==> config.mk <==
export PLATFORM = sky130hd
export DESIGN_NAME = hazard_stall_unit_flat
export DESIGN_NICKNAME = d
export VERILOG_FILES = /design/src/rtl/hazard_stall_unit_pkg.sv /design/src/rtl/hazard_stall_unit_if.sv /design/src/rtl/hazard_stall_unit_md_counter.sv /design/src/rtl/hazard_stall_unit.sv /design/src/flat_wrapper.sv
export SDC_FILE = /design/constraint.sdc
export NUM_CORES = 1
export LEC_CHECK = 0
export ABC_AREA = 1
export CELL_PAD_IN_SITES_DETAIL_PLACEMENT = 0
export CELL_PAD_IN_SITES_GLOBAL_PLACEMENT = 1
export CORE_UTILIZATION = 32
export CTS_BUF_LIST = sky130_fd_sc_hd__clkbuf_8
export DETAILED_ROUTE_END_ITERATION = 6
export PLACE_DENSITY = 0.81
export SETUP_SLACK_MARGIN = 0.2
export SLEW_MARGIN = 20
export SYNTH_ARGS = -nofsm -noshare
export SYNTH_HDL_FRONTEND = slang
export SYNTH_SLANG_ARGS = --single-unit
==> constraint.sdc <==
create_clock -name clk -period 2.4 [get_ports clk]
set_input_delay 0.24 -clock clk [delete_from_list [all_inputs] [get_ports clk]]
set_output_delay 0.24 -clock clk [all_outputs]
set_load 0.03 [all_outputs]
==> src/rtl/hazard_stall_unit_pkg.sv <==
// Shared types and constants for the decode-stage hazard/stall controller.
package hazard_pkg;

  typedef struct packed {
    logic       valid;
    logic [4:0] rd;
    logic       load;
  } hz_slot_t;

  localparam logic [4:0] REG_ZERO = 5'd0;
  localparam int         MD_CNT_W = 6;

  // $0 is hardwired, so a read of it can never depend on an older writer.
  function automatic logic srcMatch(hz_slot_t slot, logic useBit, logic [4:0] src);
    return slot.valid & useBit & (src != REG_ZERO) & (src == slot.rd);
  endfunction

endpackage

==> src/rtl/hazard_stall_unit_if.sv <==
// ID-stage request bundle and pipeline-control response of the hazard unit.
interface hazard_stall_unit_if;

  logic       ID_Valid;
  logic [4:0] ID_RegRs;
  logic [4:0] ID_RegRt;
  logic       ID_UseRs;
  logic       ID_UseRt;
  logic       ID_RegWrite;
  logic [4:0] ID_RegRd;
  logic       ID_MemRead;
  logic       ID_IsBranch;
  logic       ID_MdStart;
  logic       ID_MdRead;
  logic       Flush;
  logic       PCWrite;
  logic       IFIDWrite;
  logic       IDEXBubble;
  logic       MdBusy;

  modport master (
    output ID_Valid, ID_RegRs, ID_RegRt, ID_UseRs, ID_UseRt, ID_RegWrite,
           ID_RegRd, ID_MemRead, ID_IsBranch, ID_MdStart, ID_MdRead, Flush,
    input  PCWrite, IFIDWrite, IDEXBubble, MdBusy
  );

  modport slave (
    input  ID_Valid, ID_RegRs, ID_RegRt, ID_UseRs, ID_UseRt, ID_RegWrite,
           ID_RegRd, ID_MemRead, ID_IsBranch, ID_MdStart, ID_MdRead, Flush,
    output PCWrite, IFIDWrite, IDEXBubble, MdBusy
  );

endinterface

==> src/rtl/hazard_stall_unit_md_counter.sv <==
// Saturating down-counter modelling the HI/LO multiply/divide latency.
module hazard_md_counter
  import hazard_pkg::*;
#(
  parameter int MD_CYCLES = 32
) (
  input  logic clk,
  input  logic rst,
  input  logic start,
  output logic busy
);

  localparam logic [MD_CNT_W-1:0] LOAD_VAL = MD_CNT_W'(MD_CYCLES);

  logic [MD_CNT_W-1:0] cntReg;
  logic [MD_CNT_W-1:0] cntNext;

  // A start is only honoured from idle, so a running operation is never restarted.
  always_comb begin
    cntNext = cntReg;
    if (start && (cntReg == '0)) begin
      cntNext = LOAD_VAL;
    end else if (cntReg != '0) begin
      cntNext = cntReg - 1'b1;
    end
  end

  always_ff @(posedge clk) begin
    if (rst) begin
      cntReg <= '0;
    end else begin
      cntReg <= cntNext;
    end
  end

  assign busy = (cntReg != '0);

endmodule

==> src/rtl/hazard_stall_unit.sv <==
// Decode-stage hazard detector: load-use, ID-branch and (HAZARD_MULDIV_EN) muldiv stalls.
module hazard_stall_unit
  import hazard_pkg::*;
#(
  parameter int MD_CYCLES = 32
) (
  input logic                clk,
  input logic                rst,
  hazard_stall_unit_if.slave hz
);

  hz_slot_t   exReg;
  hz_slot_t   exNext;
  hz_slot_t   memReg;

  logic [4:0] srcReg [2];
  logic       srcUse [2];
  logic [1:0] exHit;
  logic [1:0] memHit;

  logic       loadUseStall;
  logic       branchStall;
  logic       mdStall;
  logic       mdBusyRaw;
  logic       stall;
  logic       issue;

  assign srcReg[0] = hz.ID_RegRs;
  assign srcReg[1] = hz.ID_RegRt;
  assign srcUse[0] = hz.ID_UseRs;
  assign srcUse[1] = hz.ID_UseRt;

  genvar gi;
  generate
    for (gi = 0; gi < 2; gi++) begin : gSrc
      assign exHit[gi]  = srcMatch(exReg, srcUse[gi], srcReg[gi]);
      assign memHit[gi] = srcMatch(memReg, srcUse[gi], srcReg[gi]);
    end
  endgenerate

  // Branches compare in ID, so even an ALU result in EX is too late to forward.
  assign loadUseStall = (|exHit) & exReg.load;
  assign branchStall  = hz.ID_IsBranch & ((|exHit) | ((|memHit) & memReg.load));

`ifdef HAZARD_MULDIV_EN
  logic mdStartIssue;

  assign mdStall      = mdBusyRaw & (hz.ID_MdStart | hz.ID_MdRead);
  assign mdStartIssue = hz.ID_Valid & hz.ID_MdStart & ~stall & ~hz.Flush;

  hazard_md_counter #(
    .MD_CYCLES (MD_CYCLES)
  ) uMdCounter (
    .clk   (clk),
    .rst   (rst),
    .start (mdStartIssue),
    .busy  (mdBusyRaw)
  );
`else
  logic unusedMd;

  assign mdStall   = 1'b0;
  assign mdBusyRaw = 1'b0;
  assign unusedMd  = hz.ID_MdStart ^ hz.ID_MdRead ^ (MD_CYCLES != 0);
`endif

  assign stall = hz.ID_Valid & ~hz.Flush & (loadUseStall | branchStall | mdStall);
  assign issue = hz.ID_Valid & hz.ID_RegWrite & (hz.ID_RegRd != REG_ZERO) & ~stall & ~hz.Flush;

  always_comb begin
    exNext       = '0;
    exNext.valid = issue;
    exNext.rd    = hz.ID_RegRd;
    exNext.load  = hz.ID_MemRead;
  end

  always_ff @(posedge clk) begin
    if (rst) begin
      exReg  <= '0;
      memReg <= '0;
    end else begin
      memReg <= exReg;
      exReg  <= exNext;
    end
  end

  // Flush wins over every stall; reset wins over everything.
  always_comb begin
    hz.PCWrite    = 1'b1;
    hz.IFIDWrite  = 1'b1;
    hz.IDEXBubble = 1'b0;
    hz.MdBusy     = 1'b0;
    if (!rst) begin
      hz.MdBusy = mdBusyRaw;
      if (hz.Flush) begin
        hz.IDEXBubble = 1'b1;
      end else if (stall) begin
        hz.PCWrite    = 1'b0;
        hz.IFIDWrite  = 1'b0;
        hz.IDEXBubble = 1'b1;
      end
    end
  end

endmodule

==> src/flat_wrapper.sv <==
// flat-port wrapper written by rule: the top's interface ports become plain ports
module hazard_stall_unit_flat import hazard_pkg::*;
#(
  parameter int MD_CYCLES = 32
)
  (clk, rst, hz_ID_Valid, hz_ID_RegRs, hz_ID_RegRt, hz_ID_UseRs, hz_ID_UseRt, hz_ID_RegWrite, hz_ID_RegRd, hz_ID_MemRead, hz_ID_IsBranch, hz_ID_MdStart, hz_ID_MdRead, hz_Flush, hz_PCWrite, hz_IFIDWrite, hz_IDEXBubble, hz_MdBusy);
  hazard_stall_unit_if hz_i ();
  input logic clk;
  input logic rst;
  input wire logic [$bits(hz_i.ID_Valid)-1:0] hz_ID_Valid;
  input wire logic [$bits(hz_i.ID_RegRs)-1:0] hz_ID_RegRs;
  input wire logic [$bits(hz_i.ID_RegRt)-1:0] hz_ID_RegRt;
  input wire logic [$bits(hz_i.ID_UseRs)-1:0] hz_ID_UseRs;
  input wire logic [$bits(hz_i.ID_UseRt)-1:0] hz_ID_UseRt;
  input wire logic [$bits(hz_i.ID_RegWrite)-1:0] hz_ID_RegWrite;
  input wire logic [$bits(hz_i.ID_RegRd)-1:0] hz_ID_RegRd;
  input wire logic [$bits(hz_i.ID_MemRead)-1:0] hz_ID_MemRead;
  input wire logic [$bits(hz_i.ID_IsBranch)-1:0] hz_ID_IsBranch;
  input wire logic [$bits(hz_i.ID_MdStart)-1:0] hz_ID_MdStart;
  input wire logic [$bits(hz_i.ID_MdRead)-1:0] hz_ID_MdRead;
  input wire logic [$bits(hz_i.Flush)-1:0] hz_Flush;
  output wire logic [$bits(hz_i.PCWrite)-1:0] hz_PCWrite;
  output wire logic [$bits(hz_i.IFIDWrite)-1:0] hz_IFIDWrite;
  output wire logic [$bits(hz_i.IDEXBubble)-1:0] hz_IDEXBubble;
  output wire logic [$bits(hz_i.MdBusy)-1:0] hz_MdBusy;
  assign hz_i.ID_Valid = hz_ID_Valid;
  assign hz_i.ID_RegRs = hz_ID_RegRs;
  assign hz_i.ID_RegRt = hz_ID_RegRt;
  assign hz_i.ID_UseRs = hz_ID_UseRs;
  assign hz_i.ID_UseRt = hz_ID_UseRt;
  assign hz_i.ID_RegWrite = hz_ID_RegWrite;
  assign hz_i.ID_RegRd = hz_ID_RegRd;
  assign hz_i.ID_MemRead = hz_ID_MemRead;
  assign hz_i.ID_IsBranch = hz_ID_IsBranch;
  assign hz_i.ID_MdStart = hz_ID_MdStart;
  assign hz_i.ID_MdRead = hz_ID_MdRead;
  assign hz_i.Flush = hz_Flush;
  assign hz_PCWrite = hz_i.PCWrite;
  assign hz_IFIDWrite = hz_i.IFIDWrite;
  assign hz_IDEXBubble = hz_i.IDEXBubble;
  assign hz_MdBusy = hz_i.MdBusy;
  hazard_stall_unit #(.MD_CYCLES(MD_CYCLES)) u_core (.clk(clk), .rst(rst), .hz(hz_i));
endmodule
==> impl_metrics.ini, run 1 <==
[outcome]
outcome = finished clean

[clocking]
cts_tree = done
cts-buffers-inserted = 3
cts_setup_buffers = 0
cts_root_buf = clkbuf_8
cts_sinks = 14
htree_levels = 1
worstSkewPairLatency_ns = 0.24
ctsHoldBuffers = 0
clk_pin_slew_ns = 0.05
cts_buffer_depth = 2

[place]
gp_congestion = 0.898
hpwl_um = 1700
placed_area_um2 = 1170
port_buffers = 26

[setup_path]
path_class = primary input to output pin
cp-start-kind = primary input
arrival_ns = 1.74
critPathRequiredTime_ns = 2.16
crit_path_end_kind = output pin
worstRegToRegCells = 13
crit_fanout = 4

[final_layout]
multi_input_area_um2 = 464
final_cell_area_um2 = 1200
nNetsFinal = 215
drive_above_1_share_pct = 11.2
syn_to_final_growth_pct = 35.5
diodes = 0
register_area_um2 = 280
fillCellCount = 299

[logic_synthesis]
ys_ff_latch = 14
synth_top_area_share_pct = 31.6
synth_area_um2 = 887
yosys_warnings = 0
synthCells = 160
yosysSeqAreaShare_pct = 31.6
synth.distinct_cells = 17
yosys.area_share.simple_pct = 46.5
avgSynthCellArea_um2 = 5.54
synthMuxAreaShare_pct = 0
synth_compound_area_share_pct = 5.36
synth_xor_area_share_pct = 0
synth_fp_nets = 186
synth_top_family_by_area = simple AND/OR/NAND/NOR gates
yosysTopAreaCell = dfxtp_1
synth-adder-area-share_pct = 0
synth_area_leaders = dfxtp_1 (32%), nand2_1 (24%), inv_1 (11%)

[floorplan]
io_pins = 30
row_count = 18
design.core.area_um2 = 2540
die_w_um = 54.7
fp.dieH_um = 54.7
start_util_pct = 34.9
die_area_um2 = 2990

[power]
vdd_drop_max_uv = 237
p_per_area_nw_per_um2 = 460
power_leakage_nw = 0.614

[route]
vias = 976
drc_errors = 0
drt-total-wl_um = 2050
antenna_left = 0
dr.pass1.iters = 4
drt_iter0_markers = 12
drt-wirelength-per-cell_um = 9.43
vias_per_cell = 4.50

[sta]
rsz0062_at_grt = false
slew_violations = 0
finalSetupTns_ns = 0
fin_hold_ws_ns = 0.423
timing.final.crit_share_pct = 82.6
post-route-min-period_ns = 1.98
max_freq_ghz = 0.505
setup-violations-final = 0
clock-skew-final_ns = 0.00353
finalHoldViolCount = 0

[global_route]
overflow = 0
grt_pass1_vias = 791
grt_max_degree = 15
antenna_found_initial = 0
grt_pass1_wl_um = 3190
grt.total_usage_pct = 15.3

[min_path]
hold_path_class = flip-flop to flip-flop
hold_depth = 2

[run]
cap_violations = 0
-- layout make-up --
class,count,share of cell area (%)
flip-flops and latches,14,23.3
multi-input cells,110,38.6
clock buffers,3,3.43
inverters,33,10.3
repair buffers,27,21.2
well taps,30,3.12
-- layer usage --
| layer | global-route usage (%) | vias up | part of all wire, % |
|---|---|---|---|
| li1 | - | 521 | - |
| met1 | 19.1 | 420 | 47 |
| met2 | 25.5 | 31 | 46 |
| met3 | 2.50 | 4 | 6.0 |
| met4 | 6.41 | 0 | 0.93 |
| met5 | 0 | - | 0 |
-- synthesized netlist by cell type --
library cell and n:
o2111ai_1 1, nand3_1 9, nand2_1 57, dfxtp_1 14, a21oi_1 1, a21oi_2 1
inv_1 27, nand2_2 2, or2_2 1, nor2_1 26, conb_1 1, nand4_1 2
inv_2 6, clkbuf_1 1, nor2_2 4, o21ai_0 5, buf_4 2
-- kinds of logic (layout without fill, tap and decap cells) --
group,count (synthesis),in the layout
AO/OA/AOI/OAI,8,8
AND/OR/NAND/NOR,101,101
flip-flops,14,14
buffers and inverters,36,63
other,1,1
-- worst max-delay path, stage by stage --
cell and delay (ns):
clkdlybuf4s50_1 0.48, inv_1 0.11, nand2_1 0.05, nand2_1 0.07, nand2_1 0.06, nor2_1 0.12, nand2_1 0.06, nand2_1 0.07
nand2_1 0.06, nand2_2 0.08, nand2_2 0.06, a21oi_2 0.11, buf_4 0.16
-- timing repair --
action | 4_1_cts | 5_1_grt
pin swaps | 0 | 0
resized for setup | 2 | 4
endpoints found under the setup margin | 2 | 2
-- path summary, 6_finish.rpt --
kind	to	slack, ns	from
setup / recovery	hz_IDEXBubble	0.42	hz_ID_RegRs[2]
hold / removal	u_core.memReg[0]$_SDFF_PP0_	0.42	u_core.exReg[0]$_SDFF_PP0_
setup reg to reg	u_core.exReg[6]$_SDFF_PP0_	1.12	u_core.memReg[2]$_SDFF_PP0_
hold reg to reg	u_core.memReg[0]$_SDFF_PP0_	0.42	u_core.exReg[0]$_SDFF_PP0_
-- placed cells by master (no fill, tap or decap), types with 2 or more instances in the layout --
master            n
buf_4             2
clkbuf_2          2
clkbuf_8          3
clkdlybuf4s50_1  23
dfxtp_1          14
inv_1            27
inv_2             6
nand2_1          57
nand2_2           2
nand3_1           9
nand4_1           2
nor2_1           26
nor2_2            4
o21ai_0           5
-- power breakdown --
| group | leakage [nW] | total (mW) | internal [mW] | switching, mW |
|---|---|---|---|---|
| registers | 0.116 | 0.250 | 0.243 | 0.00697 |
| logic | 0.477 | 0.115 | 0.0578 | 0.0569 |
| clock network | 0.0216 | 0.188 | 0.111 | 0.0774 |
-- through the flow --
stage,std cells,power [mW],util [%],setup slack [ns]
after detailed placement,214,0.371,46.0,0.00372
after global routing,217,0.588,47.2,0.233
after CTS,217,0.563,47.5,0.241
after floorplan,160,0.312,-,0.704
final,217,0.553,47.2,0.419
after global placement,214,0.370,46.0,0.0167
-- sequential cells by signal, indices dropped and copies added, names as in the netlist --
register	flops
u_core.exReg	7
u_core.memReg	7
No activity file was read; power rests on OpenSTA's default activity.
==> run 2: changes to the inputs <==
--- a/config.mk
+++ b/config.mk
@@ -8,10 +8,10 @@
 export ABC_AREA = 1
 export CELL_PAD_IN_SITES_DETAIL_PLACEMENT = 0
 export CELL_PAD_IN_SITES_GLOBAL_PLACEMENT = 1
-export CORE_UTILIZATION = 32
+export CORE_UTILIZATION = 27
 export CTS_BUF_LIST = sky130_fd_sc_hd__clkbuf_8
 export DETAILED_ROUTE_END_ITERATION = 6
-export PLACE_DENSITY = 0.81
+export PLACE_DENSITY = 0.73
 export SETUP_SLACK_MARGIN = 0.2
 export SLEW_MARGIN = 20
 export SYNTH_ARGS = -nofsm -noshare
==> constraint.sdc (replaced) <==
create_clock -name clk -period 1.59 [get_ports clk]
set_input_delay 0.159 -clock clk [delete_from_list [all_inputs] [get_ports clk]]
set_output_delay 0.159 -clock clk [all_outputs]
set_load 0.03 [all_outputs]
==> impl_metrics.ini, run 2 (synthesis results as in run 1) <==
[power]
p_total_uw = 878
p_per_area_nw_per_um2 = 700
vdd_drop_max_uv = 540
power_leakage_nw = 0.646

[final_layout]
fillCellCount = 348
multi_input_area_um2 = 475
drive_above_1_share_pct = 18.6
register_area_um2 = 288
layout.cells.non_filler = 232
nNetsFinal = 215
diodes = 0
fin_util_pct = 40.7
most-common-layout-cells = nand2_1 (57), nor2_1 (25), inv_1 (23), dlygate4sd2_1 (12), clkdlybuf4s50_1 (11)
reg_top3 = u_core.exReg (7), u_core.memReg (7)
syn_to_final_growth_pct = 41.3
final_common_cell = nand2_1

[outcome]
outcome = complete, but fails checks
violations = negative setup slack

[sta]
max_freq_ghz = 0.589
post-route-min-period_ns = 1.70
fin_ws_ns = -0.108
slew_violations = 0
clock-skew-final_ns = 0.000703
finalSetupTns_ns = -0.316
setup-violations-final = 3
finalHoldViolCount = 0
timing.final.crit_share_pct = 107
rsz0062_at_grt = true

[global_route]
grt_max_degree = 11
antenna_found_initial = 0
grt_pass1_wl_um = 3420
overflow = 0
grt.total_usage_pct = 12.9
grt_pass1_vias = 832

[clocking]
clk_pin_slew_ns = 0.05
cts_tree = done
cts_buffer_depth = 2
worstSkewPairLatency_ns = 0.24
cts-buffers-inserted = 3
htree_levels = 1
cts_root_buf = clkbuf_8
cts_sinks = 14
cts_setup_buffers = 0
ctsHoldBuffers = 0

[place]
port_buffers = 26
hpwl_um = 1720
gp_congestion = 0.800
dp_cells = 228

[setup_path]
rr_endpoint = u_core.exReg[6]$_SDFF_PP0_
arrival_ns = 1.54
critPathCapture = hz_PCWrite
cp_common_cell = nand2_1
cp-start-kind = flip-flop
critPathRequiredTime_ns = 1.43
slowest_delay_ns = 0.35
cp_slowest_cell = dfxtp_2
path_class = flip-flop to output pin
critPathBufInv = 3
reg2reg_slack_ns = 0.37
crit_fanout = 3
crit_path_end_kind = output pin
cp_top_family = simple AND/OR/NAND/NOR gates
worstRegToRegCells = 13
cp_cell_sequence = inv_2, nand2_1, nand2_1, inv_1, nand2_1, nor2_1, nand2_1, nand2_1, nand2_1, nand2_2, nand4_1, buf_6
critical_path_depth = 12
crit_path_start = u_core.memReg[4]$_SDFF_PP0_
r2r_start = u_core.memReg[4]$_SDFF_PP0_

[min_path]
hold_path_class = flip-flop to flip-flop
hold_start = u_core.exReg[0]$_SDFF_PP0_

[floorplan]
row_count = 20
die_area_um2 = 3520
die_w_um = 59.3
start_util_pct = 28.8
io_pins = 30
design.core.area_um2 = 3080
fp.dieH_um = 59.3

[route]
vias = 924
antenna_left = 0
vias_per_cell = 3.98
drt-wirelength-per-cell_um = 8.69
drt_iter0_markers = 44
dr.pass1.iters = 4
drt-total-wl_um = 2020
drc_errors = 0

[run]
cap_violations = 0
[run 2: metrics by stage]
step                instance area (um^2)  worst slack, ns  hold slack [ns]
global route                        1250           -0.276            0.444
global placement                    1190           -0.212            0.411
finish                              1250           -0.108            0.423
detailed placement                  1190           -0.211            0.416
CTS                                 1250           -0.121            0.424
floorplan                            898         -0.00170            0.223
[run 2: what timing repair did]
action,4_1_cts,5_1_grt
gates resized for setup,18,1
pin swaps,4,7
setup endpoints to repair,3,3
[run 2: how the worst min path moves through the flow]
stage                             endpoint  slack, ns  cells past startpoint
4_1_cts         u_core.exReg[0]$_SDFF_PP0_       0.42                      3
2_1_floorplan   u_core.exReg[5]$_SDFF_PP0_       0.22                      1
6_report       u_core.memReg[0]$_SDFF_PP0_       0.42                      2
3_3_place_gp   u_core.memReg[0]$_SDFF_PP0_       0.41                      2
5_1_grt        u_core.memReg[0]$_SDFF_PP0_       0.44                      2
3_5_place_dp   u_core.memReg[0]$_SDFF_PP0_       0.42                      2
[run 2: area by class of cell]
cell class              instances  area share (%)
clock buffers                   4            4.39
inverters                      33            9.88
multi-input cells             110            37.9
flip-flops and latches         14            23.0
well taps                      44            4.39
repair buffers                 27            20.5
[run 2: per-layer routing]
metal  up-vias  global-route usage [%]  share of wire (%)
met4         0                    5.10               0.84
met5         -                       0                  0
met3         2                    1.75                4.0
met1       375                    16.1                 49
li1        523                       -                  -
met2        24                    22.3                 46
[run 2: power by group]
group | total [mW] | switching [mW] | internal (mW)
Clock | 0.333 | 0.114 | 0.219
Combinational | 0.165 | 0.0881 | 0.0773
Sequential | 0.380 | 0.0115 | 0.368
[run 2: worst min-delay path: stages (launching register included)]
cell and delay [ns]:
dfxtp_1 0.31, inv_1 0.05, nor2_1 0.03
